[config.mk]
export PLATFORM = sky130hd
export DESIGN_NAME = uart_tx_ctrl
export DESIGN_NICKNAME = d
export VERILOG_FILES = /design/src/rtl/uart_tx_ctrl.sv
export SDC_FILE = /design/constraint.sdc
export NUM_CORES = 1
export LEC_CHECK = 0
export CORE_MARGIN = 3
export CORE_UTILIZATION = 35
export CTS_CLUSTER_DIAMETER = 80
export DETAILED_ROUTE_END_ITERATION = 10
export MAX_ROUTING_LAYER = met4
export PLACE_DENSITY = 0.69
export SETUP_SLACK_MARGIN = 0.4
export SLEW_MARGIN = 30
export SYNTH_ARGS = -nofsm -noshare
export SYNTH_HDL_FRONTEND = slang
export SYNTH_SLANG_ARGS = --single-unit
[constraint.sdc]
create_clock -name clk -period 3.74 [get_ports clk]
set_clock_uncertainty 0.05 [all_clocks]
set_input_delay 0.748 -clock clk [delete_from_list [all_inputs] [get_ports clk]]
set_output_delay 0.748 -clock clk [all_outputs]
set_load 0.01 [all_outputs]
[src/rtl/uart_tx_ctrl.sv]
// uart_tx_ctrl: UART transmit frame sequencer driving mux select and serializer strobes.
// Optional UART_TX_TWO_STOP_EN adds a second stop bit (STOP2 state).
module uart_tx_ctrl #(
  parameter int DATA_WIDTH = 8
) (
  input  logic       clk,
  input  logic       rst,
  input  logic       tick,
  input  logic       data_valid,
  input  logic       par_en,
  output logic       ser_load,
  output logic       ser_shift,
  output logic [1:0] mux_sel,
  output logic       busy,
  output logic       frame_done
);
  localparam int CW = DATA_WIDTH > 1 ? $clog2(DATA_WIDTH) : 1;
`ifdef UART_TX_TWO_STOP_EN
  typedef enum logic [2:0] {IDLE, START, DATA, PARITY, STOP, STOP2} state_t;
  localparam state_t LAST_STOP = STOP2;
`else
  typedef enum logic [2:0] {IDLE, START, DATA, PARITY, STOP} state_t;
  localparam state_t LAST_STOP = STOP;
`endif
  state_t state;
  logic [CW-1:0] bit_cnt;
  logic par_en_q;
  logic last_bit, last_stop, illegal;
  assign last_bit   = bit_cnt == CW'(DATA_WIDTH - 1);
  assign last_stop  = state == LAST_STOP;
  assign illegal    = state > LAST_STOP;
  assign busy       = state != IDLE;
  assign ser_load   = rst & tick & data_valid & (state == IDLE | last_stop);
  assign ser_shift  = rst & tick & state == DATA & !last_bit;
  assign frame_done = rst & tick & last_stop;
  // mux_sel is loaded alongside the next state so it always matches the current bit phase
  always_ff @(posedge clk or negedge rst) begin
    if (!rst) begin
      state    <= IDLE;
      bit_cnt  <= '0;
      par_en_q <= 1'b0;
      mux_sel  <= 2'b01;
    end else if (illegal) begin
      state   <= IDLE;
      bit_cnt <= '0;
      mux_sel <= 2'b01;
    end else if (tick) begin
      case (state)
        IDLE: if (data_valid) begin
          state    <= START;
          mux_sel  <= 2'b00;
          par_en_q <= par_en;
        end
        START: begin
          state   <= DATA;
          bit_cnt <= '0;
          mux_sel <= 2'b10;
        end
        DATA: if (!last_bit) bit_cnt <= bit_cnt + CW'(1);
          else begin
            state   <= par_en_q ? PARITY : STOP;
            mux_sel <= par_en_q ? 2'b11 : 2'b01;
          end
        PARITY: begin
          state   <= STOP;
          mux_sel <= 2'b01;
        end
`ifdef UART_TX_TWO_STOP_EN
        STOP: begin
          state   <= STOP2;
          mux_sel <= 2'b01;
        end
        STOP2: begin
          state    <= data_valid ? START : IDLE;
          mux_sel  <= data_valid ? 2'b00 : 2'b01;
          par_en_q <= data_valid ? par_en : par_en_q;
        end
`else
        STOP: begin
          state    <= data_valid ? START : IDLE;
          mux_sel  <= data_valid ? 2'b00 : 2'b01;
          par_en_q <= data_valid ? par_en : par_en_q;
        end
`endif
        default: begin
          state   <= IDLE;
          mux_sel <= 2'b01;
        end
      endcase
    end
  end
endmodule
==> summary.md <==
| Metric | Value |
|---|---|
| Critical path, cell by cell | ha_1 > ha_1 > nor4b_1 > and3_1 > clkdlybuf4s50_1 |
| Netlist cell types | 33 |
| Overall power | around 0.52 mW |
| Worst Hold Slack | about 0.44 ns |
| Critical path's slowest cell | clkdlybuf4s50_1 |
| RSZ-0062 raised after global routing | false |
| Crit path DAT | 2.19 ns |
| Wirelength per Cell | 13.8 microns |
| Layout cells sized above 1 | 0.246 |
| Number of synthesized flops with an enable pin | 0 |
| Worst-path clk slew | roughly 0.06 ns |
| Crit path kind | reg2out |
| Post-synth top cells | dfrtp_1, a21oi_1, inv_1 |
| Largest area contributor in the netlist | dfrtp_1 |
| Fmax | between 300 and 400 MHz |
| Hold Vio Cnt, Final | 0 |
| Slew HR | 0.727 |
| Cell area after layout | ~700 sq um |
| Final WL | 1.11 mm |
| Via Count | ~450 |
| Clock Sinks | 9 |
| Placer Congestion | around 0.78 |
| Placed insts | 76 |
| Antenna-violating nets left | 0 |
| Initial DRT Pass Iterations | 4 |
| Final TNS setup | 0 ns |
| Die X | 46.2 microns |
| Post-synth top area share | 0.353 |
| # nets final | 73 |
| Core Util, Final | 0.496 |
| Critical Path Fanout Max | 4 |
| Total grt overflow | 0 |
| Cell mode on critical path | ha_1 |
| Number of register bits inferred by synthesis | 9 |
| Core ar. | ~1400 sq um |
| Syn Nets | 60 |
| CTS buffer count | 3 |
| Area grow syn2layout | 23.8% |
| IO Port Bufs | 10 |
| First-pass GRT wire length | 1.93 mm |
| # IOs | 11 |
| Number of gates resized after cts | 0 |
| Starting density of the core | 0.401 |
| Startpoint types | register |
| DP Worst Slack | slightly above 0.8 ns |
| DRT met1 WL | roughly 540 microns |
| Post-synthesis cell area | around 570 sq um |
| Met2 WL post-DR | 489 microns |
| Status | finished clean |
| Slew at the pin with the worst max-slew slack | 0.408 ns |
| Vias in the first global route | 433 |
| Sequential-to-total area share from yosys stat | 0.400 |
| CTS tree | yes |
| Maximum VDD drop | approximately 0.36 mV |
| Synthesized area per cell | 10.7 sq um |
| Final setup fails | 0 |
| PD cells | approximately 740 nW/um^2 |
| Diode count | 0 |
| Leak | 0.309 nW |
| Critical path's largest stage delay | between 0.5 and 0.6 ns |
| H-tree levels | 1 |
| Die ar. | 2140 sq um |
| Asr flop ratio synth | 1.00 |
| Initial antenna violation count | 0 |
| Slew Limit Fails | 0 |
| Post-layout min period | 2.99 ns |
| Most instantiated library cell after synthesis | dfrtp_1 |
| YS warnings | 0 |
| Worst setup EP type | output pin |
| Total track usage | 0.133 |
| Dpl cell area | ~680 sq um |
| Critical path data required time | 2.94 ns |
| Largest net degree at the start of global routing | 13 |
| Top cells by area, synth | dfrtp_1, mux2_4, dfstp_2 |
| CTS root buffer | clkbuf_4 |
| CTS Buffer Depth | 2 |
| Top FF cell, synth | dfrtp_1 |
| Worst Setup Slack, final | 0.751 ns |
| Metal3 WL | just over 70 microns |
| Row count | 13 |
| DRC violations left | 0 |
| Final period util | 0.799 |
| Syn Inst Count | 53 |
| Post-CTS Setup Bufs | 0 |
| Max cap viols | 0 |
| Non-filler cells, final | 80 |
| FF-to-FF setup slack | around 1.9 ns |
| Hold Path Class | reg2reg |
| DR top layer | met4 |
| Drt initial violations | 8 |
| Vias/cell | around 5.6 |
| Clk_lat worst skew | 0.26 ns |
| Hpwl dp | between 800 and 900 microns |
| Post-CTS Hold Fix Bufs | 0 |
| Die height | 46.2 microns |
[worst paths after layout]
kind / from / endpoint / depth (start not counted)
max: bit_cnt[0] / ser_shift / 5
min: mux_sel[0] / mux_sel[0] / 2
max reg2reg: bit_cnt[0] / mux_sel[1] / 5
min reg2reg: mux_sel[0] / mux_sel[0] / 2
max in group asynchronous: rst / mux_sel[0] / 2
min in group asynchronous: rst / bit_cnt[0] / 2
[logic make-up (layout without fill, tap and decap cells)]
family	count (synthesis)	count (layout)	share of synthesized area
DFF	9	9	0.400
and+or+nand+nor	17	17	0.201
buffers and inverters	6	18	0.0508
adders and majority gates	2	2	0.0441
muxes	5	5	0.110
AOI/OAI and AO/OA	14	14	0.194
[metal layers]
metal | vias up | global-route usage
met1 | 211 | 0.169
met4 | 0 | 0.0511
met5 | - | -
li1 | 218 | -
met3 | 2 | 0.0586
met2 | 16 | 0.184
[state kept, by name, summed over array words and instances, names as in the netlist]
signal / cells
state: 3
par_en_q: 1
bit_cnt: 3
mux_sel: 2
[placed cells by master, fill, tap and decap left out, types with 2 or more instances in the layout]
cell type and count:
clkdlybuf4s50_1 10, dfrtp_1 8, a21oi_1 5, inv_1 3, clkbuf_4 3, a22o_1 2, mux2_2 2, nor2_1 2
o21ai_0 2, mux2_4 2, ha_1 2
[where the power goes]
group,internal [mW],switching (mW)
Combinational,0.140,0.102
Sequential,0.141,0.0587
Clock,0.0411,0.0341
[cell type report]
| class | instances | area [sq um] |
|---|---|---|
| clock buffers | 4 | 26.3 |
| repair buffers | 11 | 108 |
| multi-input cells | 38 | 312 |
| fillers | 143 | 713 |
| flip-flops and latches | 9 | 226 |
| inverters | 3 | 11.3 |
| well taps | 15 | 18.8 |
[critical path: cells and delay by family (launching register included)]
family,cells,cell delay (ns)
flip-flops,1,0.39
buffers and inverters,1,0.53
adder cells (fa/ha/maj),2,0.44
AND/OR/NAND/NOR,2,0.57
Note: power is estimated with default switching activity, not from simulation.
==> RTL change 1 (same flow settings) <==
`DATA_WIDTH`: 8 -> 4.
--- a/src/rtl/uart_tx_ctrl.sv
+++ b/src/rtl/uart_tx_ctrl.sv
@@ -3,3 +3,3 @@
 module uart_tx_ctrl #(
-  parameter int DATA_WIDTH = 8
+  parameter int DATA_WIDTH = 4
 ) (
Formal check against the unedited RTL: not equivalent (Yosys sat finds a counterexample within 10 cycles, from zero or initial values and one cycle with rst low).
==> RTL change 1 against the unedited design <==
Total power decreased by 5.8%; wire length shrank 2.3%; count of clock-buffer cells in the layout unchanged; non-clock buffer count unchanged; setup slack improved by 0.038 ns; sequential cell count is 1 lower; cell area is 3.0% lower; area after synthesis down 6.4%.
==> RTL change 1: results (changes against the unedited design) <==
run_status:
  status: "finished, final reports clean"  # unchanged
synth:
  yosys-top-cells-area: "dfrtp_1 33%, a21oi_1 5.7%, mux2_4 5.7%, a221oi_4 5.0%, dfstp_2 5.0%"  # was dfrtp_1 35%, mux2_4 5.3%, dfstp_2 4.6%, a21oi_1 4.4%, ha_1 4.4%
  synthCells: 56  # was 53
  synth_cell_types: 27  # was 33
  synth_compound_area_share_pct: 17.9  # was 19.4%
  synth_fa_ha_area_share_pct: 2.36  # was 4.42%
  synthMuxAreaShare_pct: 13.7  # was 11.0%
  yosysSeqAreaShare_pct: 38.0  # was 40.0%
power:
  power_leakage_nw: 0.308  # was 0.309 nW
  total_power_uw: 486  # was 516 uW
  switching_share_pct: 38.6  # was 37.8%
worst_setup_path:
  crit_start: "rst"  # was bit_cnt[0]$_DFFE_PN0P_
  crit_family: "buffers and inverters"  # was simple AND/OR/NAND/NOR gates
  r2r_end: "state[2]$_DFFE_PN0P_"  # was mux_sel[1]$_DFFE_PN0P_
  rrSetupSlack_ns: 2.04  # was 1.89 ns
  critPathMaxFanout: 8  # was 4
  crit_arrival_ns: 2.15  # was 2.19 ns
global_route:
  grt_max_degree: 14  # was 13
  grt_pass1_vias: 411  # was 433
  gr-usage-met1_pct: 17.5  # was 16.9%
  grt_use_total_pct: 13.5  # was 13.3%
  use_met3_pct: 3.98  # was 5.86%
  use_met2_pct: 18.9  # was 18.4%
  grt_pass1_wl_um: 1880  # was 1930 um
clock_tree:
  cts_resized: 1  # was 0
drt:
  dr_wl_met3_um: 50  # was 71 um
  drtIter0Drc: 4  # was 8
  vias_per_cell: 5.34  # was 5.59
  met2_length_um: 524  # was 489 um
  wirelength_um: 1080  # was 1110 um
placement:
  place_hpwl_um: 805  # about the same
  placed_cells: 78  # was 76
  gp_congestion: 0.820  # was 0.785
  place_ws_ns: 0.386  # was 0.827 ns
cells_and_area:
  drive_gt1_share_pct: 16.4  # was 24.6%
  buffer_area_share_pct: 16.2  # was 15.3%
  nets: 74  # was 73
  multi_input_area_share_pct: 45.4  # was 44.4%
  reg_top3: "state x3, bit_cnt x2, mux_sel x2"  # was bit_cnt x3, state x3, mux_sel x2
  clk_share_pct: 3.86  # was 3.74%
  multi_input_gates: 40  # was 38
  inv_count: 4  # was 3
  seq_cell_count: 8  # was 9
timing:
  finalCritPeriodShare_pct: 78.9  # was 79.9%
[RTL change 1: cell count changes in the layout (fill, tap and decap cells not counted), moves of 2 or more]
cell,unedited run,this run
nand2_1,0,2
nand2b_1,1,4
nor2_1,2,5
nor3_1,0,2
o21ai_0,2,0
[RTL change 1: how the worst min path moves through the flow]
stage,start,end,slack [ns],cells after the start
floorplan,rst,bit_cnt[0]$_DFFE_PN0P_,0.40,0
global placement,mux_sel[0]$_DFFE_PN1P_,mux_sel[0]$_DFFE_PN1P_,0.41,2
detailed placement,mux_sel[0]$_DFFE_PN1P_,mux_sel[0]$_DFFE_PN1P_,0.41,2
CTS,mux_sel[0]$_DFFE_PN1P_,mux_sel[0]$_DFFE_PN1P_,0.42,2
global route,mux_sel[0]$_DFFE_PN1P_,mux_sel[0]$_DFFE_PN1P_,0.45,2
finish,mux_sel[0]$_DFFE_PN1P_,mux_sel[0]$_DFFE_PN1P_,0.41,2
==> RTL change 2 (config.mk and constraints unchanged) <==
Made on the original files. Add an input register stage for `tick`, without a reset; this delays it by one clock. The other inputs are not delayed to match.
--- a/src/rtl/uart_tx_ctrl.sv
+++ b/src/rtl/uart_tx_ctrl.sv
@@ -17,2 +17,8 @@
   localparam int CW = DATA_WIDTH > 1 ? $clog2(DATA_WIDTH) : 1;
+
+  logic tick_q;
+
+  always_ff @(posedge clk) begin
+    tick_q <= tick;
+  end
 `ifdef UART_TX_TWO_STOP_EN
@@ -32,5 +38,5 @@
   assign busy       = state != IDLE;
-  assign ser_load   = rst & tick & data_valid & (state == IDLE | last_stop);
-  assign ser_shift  = rst & tick & state == DATA & !last_bit;
-  assign frame_done = rst & tick & last_stop;
+  assign ser_load   = rst & tick_q & data_valid & (state == IDLE | last_stop);
+  assign ser_shift  = rst & tick_q & state == DATA & !last_bit;
+  assign frame_done = rst & tick_q & last_stop;
   // mux_sel is loaded alongside the next state so it always matches the current bit phase
@@ -46,3 +52,3 @@
       mux_sel <= 2'b01;
-    end else if (tick) begin
+    end else if (tick_q) begin
       case (state)
Check against the original RTL: not equivalent (a bounded check fails within 4 cycles, from zero or initial values and one cycle with rst low).
==> RTL change 2 against the unedited design <==
Sequential cell count up 1; hold slack better by 0.021 ns; total power grew 3.3%; cell count rose by 8.8%; setup slack improved by 0.035 ns; area after synthesis up 4.4%; global-route usage shrank 0.82 points; cell area is 3.2% higher; wire length grew 6.1%; critical endpoint unchanged.
==> RTL change 2: results (changes against the unedited design) <==
clock_tree:
  cts_max_level: 1  # unchanged
  cts_setup_buffers: 0  # unchanged
  clk_latency_ns: 0.27
  cts_resized: 0  # unchanged
  clk_pin_slew_ns: 0.06  # about the same
  clockRootBuffer: "clkbuf_4"  # unchanged
  cts_buffers: 3  # unchanged
  max-clock-path-buffers: 2  # unchanged
cells_and_area:
  nets: 79  # was 73
  reg_top3: "bit_cnt x3, state x3, mux_sel x2"  # unchanged
  fillers: 161  # was 143
  drive_gt1_share_pct: 18.3  # was 24.6%
  antenna_cells: 0  # unchanged
synth:
  synth_nets: 66  # was 60
  yosys-top-cells-area: "dfrtp_1 34%, nor2_1 5.1%, dfstp_2 4.4%, ha_1 4.2%, nor2b_1 4.2%"  # was dfrtp_1 35%, mux2_4 5.3%, dfstp_2 4.6%, a21oi_1 4.4%, ha_1 4.4%
  yosysSeqAreaShare_pct: 41.6  # was 40.0%
  synthTopCellsByCount: "8 x dfrtp_1, 8 x nor2_1, 4 x nand2_1, 4 x nor2b_1, 3 x o21ai_0"  # was 8 x dfrtp_1, 5 x a21oi_1, 3 x inv_1
  synth_cell_types: 32  # was 33
  async_flop_share_pct: 90.0  # was 100%
  synth_warnings: 0  # unchanged
  ys.flop_type: "dfrtp_1"  # unchanged
worst_setup_path:
  critPathMaxFanout: 9  # was 4
  crit_path_top_delay_cell: "clkdlybuf4s50_1"  # unchanged
  crit_family: "buffers and inverters"  # was simple AND/OR/NAND/NOR gates
  crit_arrival_ns: 2.16  # was 2.19 ns
  slowest_delay_ns: 0.53  # about the same
power:
  ir_drop_uv: 304  # was 364 uV
  power_leakage_nw: 0.317  # was 0.309 nW
  switching_share_pct: 40.1  # was 37.8%
global_route:
  grt_use_total_pct: 12.5  # was 13.3%
  antenna_found_initial: 0  # unchanged
  grt_pass1_vias: 433  # unchanged
  grt_pass1_wl_um: 1900  # was 1930 um
  grt_max_degree: 12  # was 13
placement:
  gp_congestion: 0.732  # was 0.785
  place_hpwl_um: 845  # was 805 um
  numPortBuffers: 10  # unchanged
drt:
  drtIter0Drc: 7  # was 8
  wirelength_um: 1170  # was 1110 um
  vias_per_cell: 5.31  # was 5.59
  dr.pass1.iters: 4  # unchanged
worst_hold_path:
  holdCritPathClass: "reg2reg"  # unchanged
timing:
  slew-limit-headroom_pct: 74.7  # was 72.7%
  hold_viol: 0  # unchanged
run_status:
  status: "finished, final reports clean"  # unchanged
==> RTL change 2: changes by cell type after synthesis, moves of 3 or more <==
cell	unedited run	this run
nand2_1	0	4
nor2b_1	1	4
nor2_1	2	8
a21oi_1	5	1
==> RTL change 2: per-layer routing <==
layer | vias to the layer above | share of wire (%) | global-route usage (%)
li1 | 230 | - | -
met1 | 222 | 45 | 15.7
met2 | 10 | 48 | 19.0
met3 | 0 | 6.2 | 5.75
met4 | 0 | 0 | 1.66
met5 | - | 0 | -
==> RTL change 2: worst reg2reg max path, stage by stage (launching register included) <==
cell,delay (ns)
dfrtp_1,0.37
ha_1,0.15
ha_1,0.23
mux2i_1,0.14
a211oi_4,0.37
mux2_4,0.33
==> RTL change 2: through the flow <==
stage,std cells,worst slack (ns),util [%],area (sq um)
2_1_floorplan,59,1.78,-,592
3_3_place_gp,83,0.811,45.3,698
3_5_place_dp,83,0.778,45.3,698
4_1_cts,87,0.759,47.0,724
5_1_grt,87,0.706,47.0,724
6_report,87,0.785,47.0,724
==> RTL change 2: final cells by class <==
type / instances / area share, %
clock buffers: 4 / 3.63
flip-flops and latches: 10 / 34.0
repair buffers: 11 / 14.9
well taps: 16 / 2.76
inverters: 2 / 1.04
multi-input cells: 44 / 43.7
==> RTL change 2: power groups by stage <==
stage / registers, mW / logic (mW) / clock network [mW]
final: 0.214 / 0.240 / 0.0795
after global routing: 0.222 / 0.265 / 0.0855
after CTS: 0.214 / 0.244 / 0.0834
after detailed placement: 0.216 / 0.241 / 0
after global placement: 0.214 / 0.239 / 0
after floorplan: 0.176 / 0.212 / 0
==> RTL change 2: final timing paths <==
check / slack (ns) / cells past startpoint / end / startpoint
max: 0.79 / 4 / ser_shift / rst
min: 0.46 / 1 / bit_cnt[2]$_DFFE_PN0P_ / bit_cnt[2]$_DFFE_PN0P_
max reg2reg: 2.00 / 5 / mux_sel[1]$_DFFE_PN0P_ / bit_cnt[0]$_DFFE_PN0P_
min reg2reg: 0.46 / 1 / bit_cnt[2]$_DFFE_PN0P_ / bit_cnt[2]$_DFFE_PN0P_
max in group asynchronous: 2.59 / 2 / mux_sel[0]$_DFFE_PN1P_ / rst
min in group asynchronous: 0.60 / 1 / par_en_q$_DFFE_PN0P_ / rst
==> RTL change 2: logic make-up (layout without fill, tap and decap cells) <==
logic type / Yosys count / in the layout / share of synthesized area, %
and+or+nand+nor: 25 / 25 / 24.3
AOI/OAI and AO/OA: 13 / 13 / 16.9
DFF: 10 / 10 / 41.6
buffers and inverters: 5 / 17 / 4.86
muxes: 4 / 4 / 8.03
adders and majority gates: 2 / 2 / 4.23
